==> config.mk <==
export PLATFORM = sky130hd
export DESIGN_NAME = unified_mem_arb_flat
export DESIGN_NICKNAME = d
export VERILOG_FILES = /design/src/rtl/unified_mem_arb_if.sv /design/src/rtl/unified_mem_arb.sv /design/src/flat_wrapper.sv
export SDC_FILE = /design/constraint.sdc
export NUM_CORES = 1
export LEC_CHECK = 0
export ABC_AREA = 1
export CAP_MARGIN = 20
export CORE_ASPECT_RATIO = 0.75
export CORE_MARGIN = 4
export CORE_UTILIZATION = 37
export CTS_CLUSTER_DIAMETER = 120
export DETAILED_ROUTE_END_ITERATION = 8
export PLACE_DENSITY = 0.86
export SYNTH_ARGS = -nofsm -noshare
export SYNTH_HDL_FRONTEND = slang
export SYNTH_SLANG_ARGS = --single-unit
export TNS_END_PERCENT = 20
==> constraint.sdc <==
create_clock -name clk -period 4.04 [get_ports clk]
set_input_delay 0.808 -clock clk [delete_from_list [all_inputs] [get_ports clk]]
set_output_delay 0.808 -clock clk [all_outputs]
set_load 0.02 [all_outputs]
==> src/rtl/unified_mem_arb_if.sv <==
// Bus bundle for unified_mem_arb: fetch port, data port, RAM side and,
// when DBG_PORT_EN is defined, a read-only debug port.
// slave  = arbiter view, master = core/RAM view.
interface unified_mem_arb_if #(
    parameter int ADDR_W = 32,
    parameter int DATA_W = 32,
    parameter int RAM_AW = 10
);
    logic              if_req;
    logic [ADDR_W-1:0] if_addr;
    logic              if_gnt;
    logic              if_rvalid;
    logic [DATA_W-1:0] if_rdata;

    logic              d_req;
    logic              d_we;
    logic [ADDR_W-1:0] d_addr;
    logic [DATA_W-1:0] d_wdata;
    logic              d_gnt;
    logic              d_rvalid;
    logic [DATA_W-1:0] d_rdata;

    logic              ram_we;
    logic [RAM_AW-1:0] ram_a;
    logic [DATA_W-1:0] ram_d;
    logic [DATA_W-1:0] ram_spo;

`ifdef DBG_PORT_EN
    logic              dbg_req;
    logic [ADDR_W-1:0] dbg_addr;
    logic              dbg_gnt;
    logic              dbg_rvalid;
    logic [DATA_W-1:0] dbg_rdata;
`endif

    modport slave (
        input  if_req, if_addr,
        output if_gnt, if_rvalid, if_rdata,
        input  d_req, d_we, d_addr, d_wdata,
        output d_gnt, d_rvalid, d_rdata,
`ifdef DBG_PORT_EN
        input  dbg_req, dbg_addr,
        output dbg_gnt, dbg_rvalid, dbg_rdata,
`endif
        output ram_we, ram_a, ram_d,
        input  ram_spo
    );

    modport master (
        output if_req, if_addr,
        input  if_gnt, if_rvalid, if_rdata,
        output d_req, d_we, d_addr, d_wdata,
        input  d_gnt, d_rvalid, d_rdata,
`ifdef DBG_PORT_EN
        output dbg_req, dbg_addr,
        input  dbg_gnt, dbg_rvalid, dbg_rdata,
`endif
        input  ram_we, ram_a, ram_d,
        output ram_spo
    );
endinterface

==> src/rtl/unified_mem_arb.sv <==
// unified_mem_arb: shares one single-port RAM (async read, sync write)
// between instruction fetch and the data port. Data has priority; a
// starvation counter forces a fetch grant after STARVE_MAX denied cycles.
// Read data is registered and returned one cycle after the grant.
// Optional read-only, lowest-priority debug port: define DBG_PORT_EN.
module unified_mem_arb #(
    parameter int ADDR_W     = 32,
    parameter int DATA_W     = 32,
    parameter int RAM_AW     = 10,
    parameter int STARVE_MAX = 4
) (
    input  logic               clk,
    input  logic               rst,
    unified_mem_arb_if.slave   bus
);
    localparam logic [3:0] STARVE_LIM = 4'(STARVE_MAX);

    logic [3:0] starve_cnt;
    logic       starve;
    logic       if_gnt_c;
    logic       d_gnt_c;
    logic       d_rd_gnt;
    logic       unused_addr_bits;

`ifdef DBG_PORT_EN
    logic       dbg_gnt_c;
`endif

    // Grant decision: data first unless fetch has been starved long enough
    always_comb begin
        starve   = (starve_cnt == STARVE_LIM);
        d_gnt_c  = ~rst & bus.d_req & ~(bus.if_req & starve);
        if_gnt_c = ~rst & bus.if_req & ~d_gnt_c;
        d_rd_gnt = d_gnt_c & ~bus.d_we;
`ifdef DBG_PORT_EN
        dbg_gnt_c = ~rst & bus.dbg_req & ~bus.if_req & ~bus.d_req;
`endif
    end

    // RAM drive: address follows the granted port, fetch address when idle
    always_comb begin
        bus.ram_a = bus.if_addr[RAM_AW+1:2];
        if (d_gnt_c) begin
            bus.ram_a = bus.d_addr[RAM_AW+1:2];
        end
`ifdef DBG_PORT_EN
        else if (dbg_gnt_c) begin
            bus.ram_a = bus.dbg_addr[RAM_AW+1:2];
        end
`endif
        bus.ram_we = d_gnt_c & bus.d_we;
        bus.ram_d  = bus.d_wdata;
        bus.if_gnt = if_gnt_c;
        bus.d_gnt  = d_gnt_c;
`ifdef DBG_PORT_EN
        bus.dbg_gnt = dbg_gnt_c;
`endif
    end

    // Byte-lane bits and bits above the RAM size take no part in addressing
    always_comb begin
        unused_addr_bits = ^{bus.if_addr[ADDR_W-1:RAM_AW+2], bus.if_addr[1:0],
                             bus.d_addr[ADDR_W-1:RAM_AW+2], bus.d_addr[1:0]
`ifdef DBG_PORT_EN
                             , bus.dbg_addr[ADDR_W-1:RAM_AW+2], bus.dbg_addr[1:0]
`endif
                            };
    end

    // Starvation counter: counts denied fetch cycles, saturates at the limit
    always_ff @(posedge clk or posedge rst) begin
        if (rst) begin
            starve_cnt <= '0;
        end else if (bus.if_req & ~if_gnt_c) begin
            if (starve_cnt != STARVE_LIM) begin
                starve_cnt <= starve_cnt + 4'd1;
            end
        end else begin
            starve_cnt <= '0;
        end
    end

    // Fetch read return, one cycle after grant
    always_ff @(posedge clk or posedge rst) begin
        if (rst) begin
            bus.if_rvalid <= 1'b0;
            bus.if_rdata  <= '0;
        end else begin
            bus.if_rvalid <= if_gnt_c;
            if (if_gnt_c) begin
                bus.if_rdata <= bus.ram_spo;
            end
        end
    end

    // Data read return; writes produce no rvalid
    always_ff @(posedge clk or posedge rst) begin
        if (rst) begin
            bus.d_rvalid <= 1'b0;
            bus.d_rdata  <= '0;
        end else begin
            bus.d_rvalid <= d_rd_gnt;
            if (d_rd_gnt) begin
                bus.d_rdata <= bus.ram_spo;
            end
        end
    end

`ifdef DBG_PORT_EN
    // Debug read return, same latency as the other ports
    always_ff @(posedge clk or posedge rst) begin
        if (rst) begin
            bus.dbg_rvalid <= 1'b0;
            bus.dbg_rdata  <= '0;
        end else begin
            bus.dbg_rvalid <= dbg_gnt_c;
            if (dbg_gnt_c) begin
                bus.dbg_rdata <= bus.ram_spo;
            end
        end
    end
`endif
endmodule
==> src/flat_wrapper.sv <==
// flat-port wrapper written by rule: the top's interface ports become plain ports
module unified_mem_arb_flat 
#(
    parameter int ADDR_W     = 32,
    parameter int DATA_W     = 32,
    parameter int RAM_AW     = 10,
    parameter int STARVE_MAX = 4
)
  (clk, rst, bus_if_req, bus_if_addr, bus_if_gnt, bus_if_rvalid, bus_if_rdata, bus_d_req, bus_d_we, bus_d_addr, bus_d_wdata, bus_d_gnt, bus_d_rvalid, bus_d_rdata, bus_ram_we, bus_ram_a, bus_ram_d, bus_ram_spo);
  unified_mem_arb_if #(.ADDR_W(ADDR_W), .DATA_W(DATA_W), .RAM_AW(RAM_AW)) bus_i ();
  input  logic clk;
  input  logic rst;
  input wire logic [$bits(bus_i.if_req)-1:0] bus_if_req;
  input wire logic [$bits(bus_i.if_addr)-1:0] bus_if_addr;
  output wire logic [$bits(bus_i.if_gnt)-1:0] bus_if_gnt;
  output wire logic [$bits(bus_i.if_rvalid)-1:0] bus_if_rvalid;
  output wire logic [$bits(bus_i.if_rdata)-1:0] bus_if_rdata;
  input wire logic [$bits(bus_i.d_req)-1:0] bus_d_req;
  input wire logic [$bits(bus_i.d_we)-1:0] bus_d_we;
  input wire logic [$bits(bus_i.d_addr)-1:0] bus_d_addr;
  input wire logic [$bits(bus_i.d_wdata)-1:0] bus_d_wdata;
  output wire logic [$bits(bus_i.d_gnt)-1:0] bus_d_gnt;
  output wire logic [$bits(bus_i.d_rvalid)-1:0] bus_d_rvalid;
  output wire logic [$bits(bus_i.d_rdata)-1:0] bus_d_rdata;
  output wire logic [$bits(bus_i.ram_we)-1:0] bus_ram_we;
  output wire logic [$bits(bus_i.ram_a)-1:0] bus_ram_a;
  output wire logic [$bits(bus_i.ram_d)-1:0] bus_ram_d;
  input wire logic [$bits(bus_i.ram_spo)-1:0] bus_ram_spo;
  assign bus_i.if_req = bus_if_req;
  assign bus_i.if_addr = bus_if_addr;
  assign bus_if_gnt = bus_i.if_gnt;
  assign bus_if_rvalid = bus_i.if_rvalid;
  assign bus_if_rdata = bus_i.if_rdata;
  assign bus_i.d_req = bus_d_req;
  assign bus_i.d_we = bus_d_we;
  assign bus_i.d_addr = bus_d_addr;
  assign bus_i.d_wdata = bus_d_wdata;
  assign bus_d_gnt = bus_i.d_gnt;
  assign bus_d_rvalid = bus_i.d_rvalid;
  assign bus_d_rdata = bus_i.d_rdata;
  assign bus_ram_we = bus_i.ram_we;
  assign bus_ram_a = bus_i.ram_a;
  assign bus_ram_d = bus_i.ram_d;
  assign bus_i.ram_spo = bus_ram_spo;
  unified_mem_arb #(.ADDR_W(ADDR_W), .DATA_W(DATA_W), .RAM_AW(RAM_AW), .STARVE_MAX(STARVE_MAX)) u_core (.clk(clk), .rst(rst), .bus(bus_i));
endmodule
== After elaboration in Yosys (flattened, before gate mapping) ==
Cells that the tools add are included.

* Bits of input ports: 133
* Word-level logic and storage cells: 25
* Register bits after elaboration: 70

* Muxes and demuxes: 3
* Equality and inequality tests: 3
* Bitwise gates (word level): 13
* Add/subtract/negate cells: 1

{| class="wikitable"
|+ Operators with widths
! operator !! number
|-
| $mux W10 || 1
|-
| $and A1 B1 Y1 || 8
|-
| $mux W4 || 2
|-
| $not A1 Y1 || 5
|-
| $add A4 B1 Y4 const B || 1
|-
| $eq A4 B3 Y1 const B || 1
|-
| $ne A4 B3 Y1 const B || 1
|-
| $ne A2 B2 Y1 const B || 1
|}

== Logic depth before layout (Yosys ltp) ==
Gate-level depths: netlist of the first run.

* Word-level depth: 9
* Gate-level depth with buffers: 8
* Depth with buffers taken out: 7

== Least setup slack after synthesis of the first run ==
Ideal clock, no wire load.

* Kind: input -> register
* Start: input rst
* End: register u_core.starve_cnt[0]
* Setup time: 129 ps
* Stages: 4
* Slack: 1240 ps
* Arrival time: 2671 ps
* Data required time: 3911 ps
* Cells stage by stage: inv_1 > nor2_1 > nand2_1 > o21ai_0

* Word-level cells in the longest chain between the ends: 8
* Elaborated cells on any way between the ends: 10

{| class="wikitable"
|+ RTL lines
! what !! RTL line !! text
|-
| start: declaration || flat_wrapper.sv:12 || <nowiki>input logic rst;</nowiki>
|-
| $not A1 Y1 (*) || unified_mem_arb.sv:32, unified_mem_arb.sv:33 ||
|-
| $and A1 B1 Y1 (2 in series) || unified_mem_arb.sv:32 || <nowiki>d_gnt_c = ~rst & bus.d_req & ~(bus.if_req & starve);</nowiki>
|-
| $not A1 Y1 || unified_mem_arb.sv:33 || <nowiki>if_gnt_c = ~rst & bus.if_req & ~d_gnt_c;</nowiki>
|-
| $and A1 B1 Y1 (*) || unified_mem_arb.sv:33 ||
|-
| $not A1 Y1 (*) || unified_mem_arb.sv:74 || <nowiki>end else if (bus.if_req & ~if_gnt_c) begin</nowiki>
|-
| $and A1 B1 Y1 (*) || unified_mem_arb.sv:74 ||
|-
| $ne A2 B2 Y1 (no line) or $mux W4 (tied branches) || n/a ||
|-
| end signal: assignment || unified_mem_arb.sv:76 || <nowiki>starve_cnt <= starve_cnt + 4'd1;</nowiki>
|-
| end: declaration || unified_mem_arb.sv:18 || <nowiki>logic [3:0] starve_cnt;</nowiki>
|}

Every way passes the cells marked *; elsewhere a longest branch is shown, timed or not.
A chain may end at the register's enable or synchronous reset.

== Final worst setup path of the first run ==
* Start: input bus_if_req
* End: output bus_ram_a[9]

* Word-level cells in the longest chain between the ends: 4

{| class="wikitable"
|+ RTL lines
! what !! RTL line !! text
|-
| start: declaration || flat_wrapper.sv:13 || <nowiki>input wire logic [$bits(bus_i.if_req)-1:0] bus_if_req;</nowiki>
|-
| $and A1 B1 Y1 || unified_mem_arb.sv:32 ||
|-
| $not A1 Y1 || unified_mem_arb.sv:32 ||
|-
| $and A1 B1 Y1 || unified_mem_arb.sv:32 ||
|-
| $mux W10 || unified_mem_arb.sv:43 || <nowiki>if (d_gnt_c) begin</nowiki>
|-
| end: declaration || flat_wrapper.sv:26 || <nowiki>output wire logic [$bits(bus_i.ram_a)-1:0] bus_ram_a;</nowiki>
|}

Every way passes these cells.

==> impl_metrics.csv, run 1 <==
group,metric,value,unit
hold_path,hold_class,"flop to flop",
sta,slew_violations,0,
sta,finClkSkew,0.00739,ns
finish,layout_common_cells,"nand2_1, clkdlybuf4s50_1, dfrtp_1, nand3_1, nand4_1",
power_and_ir_drop,sw_frac_of_total,29.0,%
floorplan,rows,29,
synth,ys_seq_elements,70,
finish,drive_above_1_share,6.35,%
clocking,cts.path.max_buffers,2,
finish,layout_commonest_cell,"nand2_1",
synth,syn_nets,520,
power_and_ir_drop,power.density,483,nW/um2
clocking,cts_root_buf,"clkbuf_16",
placement,place_hpwl,6520,um
synth,synth.cell_area,3280,um2
synth,postSynthAreaPerCell,8.51,um2
sta,fin_setup_tns,0,ns
detailed_routing,routed_wl,9620,um
clocking,post_cts_buffers,0,
synth,seq_area_frac_synth,53.5,%
sta,finalSetupViolCount,0,
floorplan,die_x,117,um
clocking,ctsResizeCount,0,
setup_path,critPathArrivalTime,2.76,ns
finish,fill_cells,765,
global_route,grt_pass1_wl,15500,um
setup_path,crit_start,"bus_if_req",
finish,final_util,56.3,%
detailed_routing,avgRoutedWirePerCell,16.1,um
sta,fin_crit_sh,88.3,%
power_and_ir_drop,ir_drop,0.225,mV
global_route,grt_overflow,0,
sta,finalHoldViolations,0,
global_route,grt_usage,19.1,%
setup_path,worstSetupStartpointType,"primary input",
global_route,grt_max_degree,71,
placement,place_congestion,0.784,
sta,rsz0062_at_grt,"false",
sta,holdWs,0.470,ns
global_route,antenna_found_initial,0,
detailed_routing,post-route-drc-count,0,
finish,antenna_cells,0,
setup_path,critPathKind,"primary input to primary output",
clocking,clk_latency,0.32,ns
clocking,htreeDepth,3,
detailed_routing,dr.pass1.iters,4,
power_and_ir_drop,power_frac_clock,36.5,%
clocking,cts_buffers,9,
floorplan,fp.dieArea,10400,um2
clocking,cts_tree,"built",
power_and_ir_drop,p_int,1.65,mW
clocking,cts_hold_buf,0,
outcome,outcome,"finished, final reports clean",
synth,ys_types,21,
setup_path,r2r-start,"u_core.starve_cnt[0]",
finish,area_delta_synth_final,46.4,%
power_and_ir_drop,combPwrFrac,26.3,%
placement,io_buffers,135,
detailed_routing,drtIter0Drc,244,
floorplan,coreArea,8530,um2
floorplan,ios,244,
synth,yosysWarnings,0,
clocking,clkSinkCount,70,
placement,place_area,4470,um2
finish,finalInstanceArea,4800,um2
power_and_ir_drop,p_leak,2.32,nW
detailed_routing,antenna_left,0,
global_route,grt_pass1_vias,3147,
detailed_routing,vias,3045,
floorplan,start_util,38.4,%
finish,nNetsFinal,619,
floorplan,fp.dieH,89.5,um
sta,worst_pin_slew,0.921,ns
sta,slew_headroom,38.6,%
flow_run,max_cap_violations,0,
sta,fin_crit,3.57,ns
sta,fmax,280,MHz
hold_path,hp-start,"u_core.bus.if_rdata[21]",
setup_path,required,3.23,ns
setup_path,cp_max_fo,19,
setup_path,end_kind,"primary output",
power_and_ir_drop,finalPower,2.32,mW
detailed_routing,viasPerCell,5.11,
synth,synth_cells,385,
power_and_ir_drop,p_seq_share,37.2,%
clocking,clkTransAtPathRegs,0.05,ns
power_and_ir_drop,p_sw,0.673,mW
==> synthesized netlist by cell type <==
cell       number  area [um2]
buf_2          12        60.1
buf_4          35         263
clkbuf_1        8        30.0
clkinv_1        1        3.75
dfrtp_1        70        1750
ha_1            2        25.0
inv_1          12        45.0
inv_2           1        3.75
nand2_1       164         616
nand2_2         1        6.26
nand2_4         1        11.3
nand3_1        34         170
nand3_2         1        10.0
nand4_1        32         200
nand4_4         1        21.3
nor2_1          3        11.3
nor2_2          2        12.5
o2111ai_1       1        8.76
o211ai_1        1        7.51
o21ai_0         2        10.0
xor2_1          1        8.76
==> flip-flops by register name, indices dropped and copies added (netlist names) <==
register / count
u_core.bus.if_rvalid: 1
u_core.starve_cnt: 4
u_core.bus.d_rvalid: 1
u_core.bus.if_rdata: 32
u_core.bus.d_rdata: 32
==> layout make-up <==
type | instances | area, um2 | share of cell area (%)
sequential | 70 | 1750 | 36.5
inverter | 14 | 52.6 | 1.10
multi-input combinational | 246 | 1120 | 23.4
tap | 108 | 135 | 2.82
timing repair buffer | 143 | 1410 | 29.4
clock inverter | 5 | 83.8 | 1.75
clock buffer | 10 | 239 | 4.98
==> cells by family (layout without fill, tap and decap cells) <==
logic type | after synthesis | after routing | share of synthesized area [%]
and+or+nand+nor | 239 | 239 | 32.3
AOI/OAI and AO/OA | 4 | 4 | 0.802
xor gates and xnor gates | 1 | 1 | 0.267
DFF | 70 | 70 | 53.5
adders and majority gates | 2 | 2 | 0.764
buffers and inverters | 69 | 172 | 12.4
==> routing by layer <==
layer	global-route usage (%)	wire length, um	vias up	share of wire [%]
met3	9.61	1330	6	14
met1	22.7	3880	1455	40
met5	0	0	-	0
met4	3.96	31	0	0.32
li1	-	-	1407	-
met2	31.5	4380	177	46
==> power groups by stage <==
stage	registers, mW	logic, mW	clock network (mW)
2_1_floorplan	0.996	0.197	0
3_3_place_gp	0.869	0.602	0
3_5_place_dp	0.874	0.615	0
4_1_cts	0.863	0.617	0.865
5_1_grt	0.876	0.658	0.900
6_report	0.863	0.610	0.846
==> final timing paths <==
check,slack [ns],depth (start not counted),end
max in group asynchronous,2.15,3,u_core.bus.d_rdata[30]
hold / removal,0.47,2,u_core.bus.if_rdata[21]
min in group asynchronous,1.25,3,u_core.starve_cnt[2]
hold reg to reg,0.47,2,u_core.bus.if_rdata[21]
setup / recovery,0.47,7,bus_ram_a[9]
setup reg to reg,1.62,7,u_core.bus.d_rdata[9]
==> worst max-delay path, stage by stage <==
cell	delay [ns]
clkdlybuf4s50_1	0.57
nand4_4	0.14
nand2_4	0.16
buf_4	0.28
nand2_1	0.08
nand2_1	0.09
clkdlybuf4s50_1	0.61
==> stage by stage <==
step                instances  worst slack [ns]
floorplan                 385              1.24
global placement          581             0.515
detailed placement        581             0.465
CTS                       596             0.461
global route              596             0.380
finish                    596             0.474
Note: power is estimated with default switching activity, not from simulation.
==> inputs of run 2 (changes only) <==
--- a/config.mk
+++ b/config.mk
@@ -7,7 +7,6 @@
 export LEC_CHECK = 0
 export ABC_AREA = 1
 export CAP_MARGIN = 20
-export CORE_ASPECT_RATIO = 0.75
 export CORE_MARGIN = 4
 export CORE_UTILIZATION = 37
 export CTS_CLUSTER_DIAMETER = 120
==> run 2 against run 1 <==
Fmax is 1.6% lower. Flip-flop and latch count stayed put. Non-clock buffer count stayed put. Critical endpoint is now bus_ram_a[2]. Sequential share of layout area is 0.75 points higher. Clock power is 26% lower.
==> impl_metrics.csv, run 2 (synthesis gave the netlist of run 1 again) <==
group,metric,value,unit
outcome,outcome,"finished, final reports clean",
finish,drive_above_1_share,6.54,%
floorplan,rows,34,
clocking,cts_root_buf,"clkbuf_8",
detailed_routing,routed_wl,9790,um
detailed_routing,dr.pass1.iters,4,
finish,nNetsFinal,619,
global_route,grt_pass1_vias,3143,
setup_path,worstSetupStartpointType,"primary input",
placement,io_buffers,135,
setup_path,crit_chain,"clkdlybuf4s50_1 > nor2_4 > nand2_4 > inv_2 > nand2_1 > nand2_1 > clkdlybuf4s50_1",
clocking,ctsResizeCount,0,
sta,slew_headroom,50.1,%
finish,antenna_cells,0,
setup_path,critPathKind,"primary input to primary output",
global_route,grt_max_degree,38,
floorplan,start_util,37.7,%
sta,worst_pin_slew,0.748,ns
floorplan,coreArea,8680,um2
clocking,clk_latency,0.33,ns
sta,finalHoldViolations,0,
clocking,cts.path.max_buffers,2,
sta,rsz0062_at_grt,"false",
sta,fin_crit,3.62,ns
clocking,clkTransAtPathRegs,0.08,ns
flow_run,max_cap_violations,0,
hold_path,hold_class,"flop to flop",
detailed_routing,wl_met2,5040,um
finish,layout_common_cells,"nand2_1, clkdlybuf4s50_1, dfrtp_1, nand3_1, nand4_1",
setup_path,cp_max_fo,27,
clocking,clkSinkCount,70,
sta,fmax,276,MHz
clocking,cts_hold_buf,0,
setup_path,critPathArrivalTime,2.81,ns
power_and_ir_drop,ir_drop,0.221,mV
clocking,htreeDepth,3,
detailed_routing,met1_length,3860,um
sta,holdWs,0.474,ns
sta,slew_violations,0,
global_route,grt_overflow,0,
clocking,post_cts_buffers,0,
sta,finalSetupViolCount,0,
clocking,cts_buffers,9,
placement,pre_cts_ws,0.428,ns
detailed_routing,routed-wl-met3,778,um
finish,layout_commonest_cell,"nand2_1",
sta,finClkSkew,0.0112,ns
detailed_routing,avgRoutedWirePerCell,16.4,um
sta,fin_crit_sh,89.7,%
floorplan,ios,244,
setup_path,end_kind,"primary output",
setup_path,cpMaxStageDelayCell,"clkdlybuf4s50_1",
detailed_routing,vias,2978,
placement,place_hpwl,6870,um
global_route,antenna_found_initial,0,
sta,fin_setup_tns,0,ns
floorplan,fp.dieH,102,um
detailed_routing,antenna_left,0,
setup_path,cpPeakStageDelay,0.61,ns
placement,place_congestion,0.801,
detailed_routing,drtIter0Drc,90,
power_and_ir_drop,p_leak,2.28,nW
power_and_ir_drop,power.density,446,nW/um2
detailed_routing,viasPerCell,4.99,
finish,fill_cells,800,
finish,top_regs,"u_core.bus.d_rdata x32, u_core.bus.if_rdata x32, u_core.starve_cnt x4",
floorplan,fp.dieArea,10400,um2
setup_path,required,3.23,ns
finish,area_delta_synth_final,43.5,%
power_and_ir_drop,finalPower,2.10,mW
global_route,grt_usage,18.9,%
clocking,cts_tree,"built",
sta,layout_setup_ws,0.418,ns
placement,place_area,4480,um2
detailed_routing,top_layer_used,"met4",
global_route,grt_pass1_wl,15500,um
detailed_routing,post-route-drc-count,0,
floorplan,die_x,102,um
finish,finalInstanceArea,4700,um2
run 2: changes by cell type in the layout (fill, tap and decap cells not counted), moves of 2 or more:
cell	previous run	this run
clkbuf_16	9	0
clkinvlp_4	2	0
clkinv_2	0	3
clkbuf_8	1	9
run 2: path summary, 6_finish.rpt:
| check | slack, ns | startpoint | cells past startpoint | endpoint |
|---|---|---|---|---|
| setup / recovery | 0.42 | rst | 7 | bus_ram_a[2] |
| hold / removal | 0.47 | u_core.bus.d_rdata[14] | 2 | u_core.bus.d_rdata[14] |
| setup reg to reg | 1.72 | u_core.starve_cnt[0] | 7 | u_core.bus.d_rdata[25] |
| hold reg to reg | 0.47 | u_core.bus.d_rdata[14] | 2 | u_core.bus.d_rdata[14] |
| max in group asynchronous | 2.56 | rst | 3 | u_core.bus.if_rdata[20] |
| min in group asynchronous | 1.13 | rst | 3 | u_core.bus.d_rdata[3] |
run 2: cell type report:
class / count / area, um2 / share of cell area (%)
inverter: 14 / 53.8 / 1.14
timing repair buffer: 143 / 1410 / 30.0
multi-input combinational: 246 / 1130 / 24.0
sequential: 70 / 1750 / 37.3
clock buffer: 9 / 124 / 2.64
tap: 108 / 135 / 2.87
clock inverter: 7 / 96.3 / 2.05
run 2: worst max-delay path, delay by kind of cell:
kind                   cells  cell delay (ns)
and+or+nand+nor            4             0.59
buffers and inverters      3             1.41
run 2: per-layer routing:
layer	track usage, %	vias up
met5	0	-
met4	5.45	0
met3	4.51	14
met2	33.9	140
met1	22.7	1412
li1	-	1412
run 2: per-stage QoR:
| stage | utilization, % | instances |
|---|---|---|
| final | 54.2 | 597 |
| after global routing | 54.2 | 597 |
| after CTS | 54.2 | 597 |
| after detailed placement | 51.6 | 581 |
| after global placement | 51.6 | 581 |
| after floorplan | - | 385 |
run 2: where the power goes:
group	total [mW]	internal, mW	switching, mW
clock	0.624	0.350	0.274
combinational	0.607	0.287	0.321
sequential	0.863	0.803	0.0607
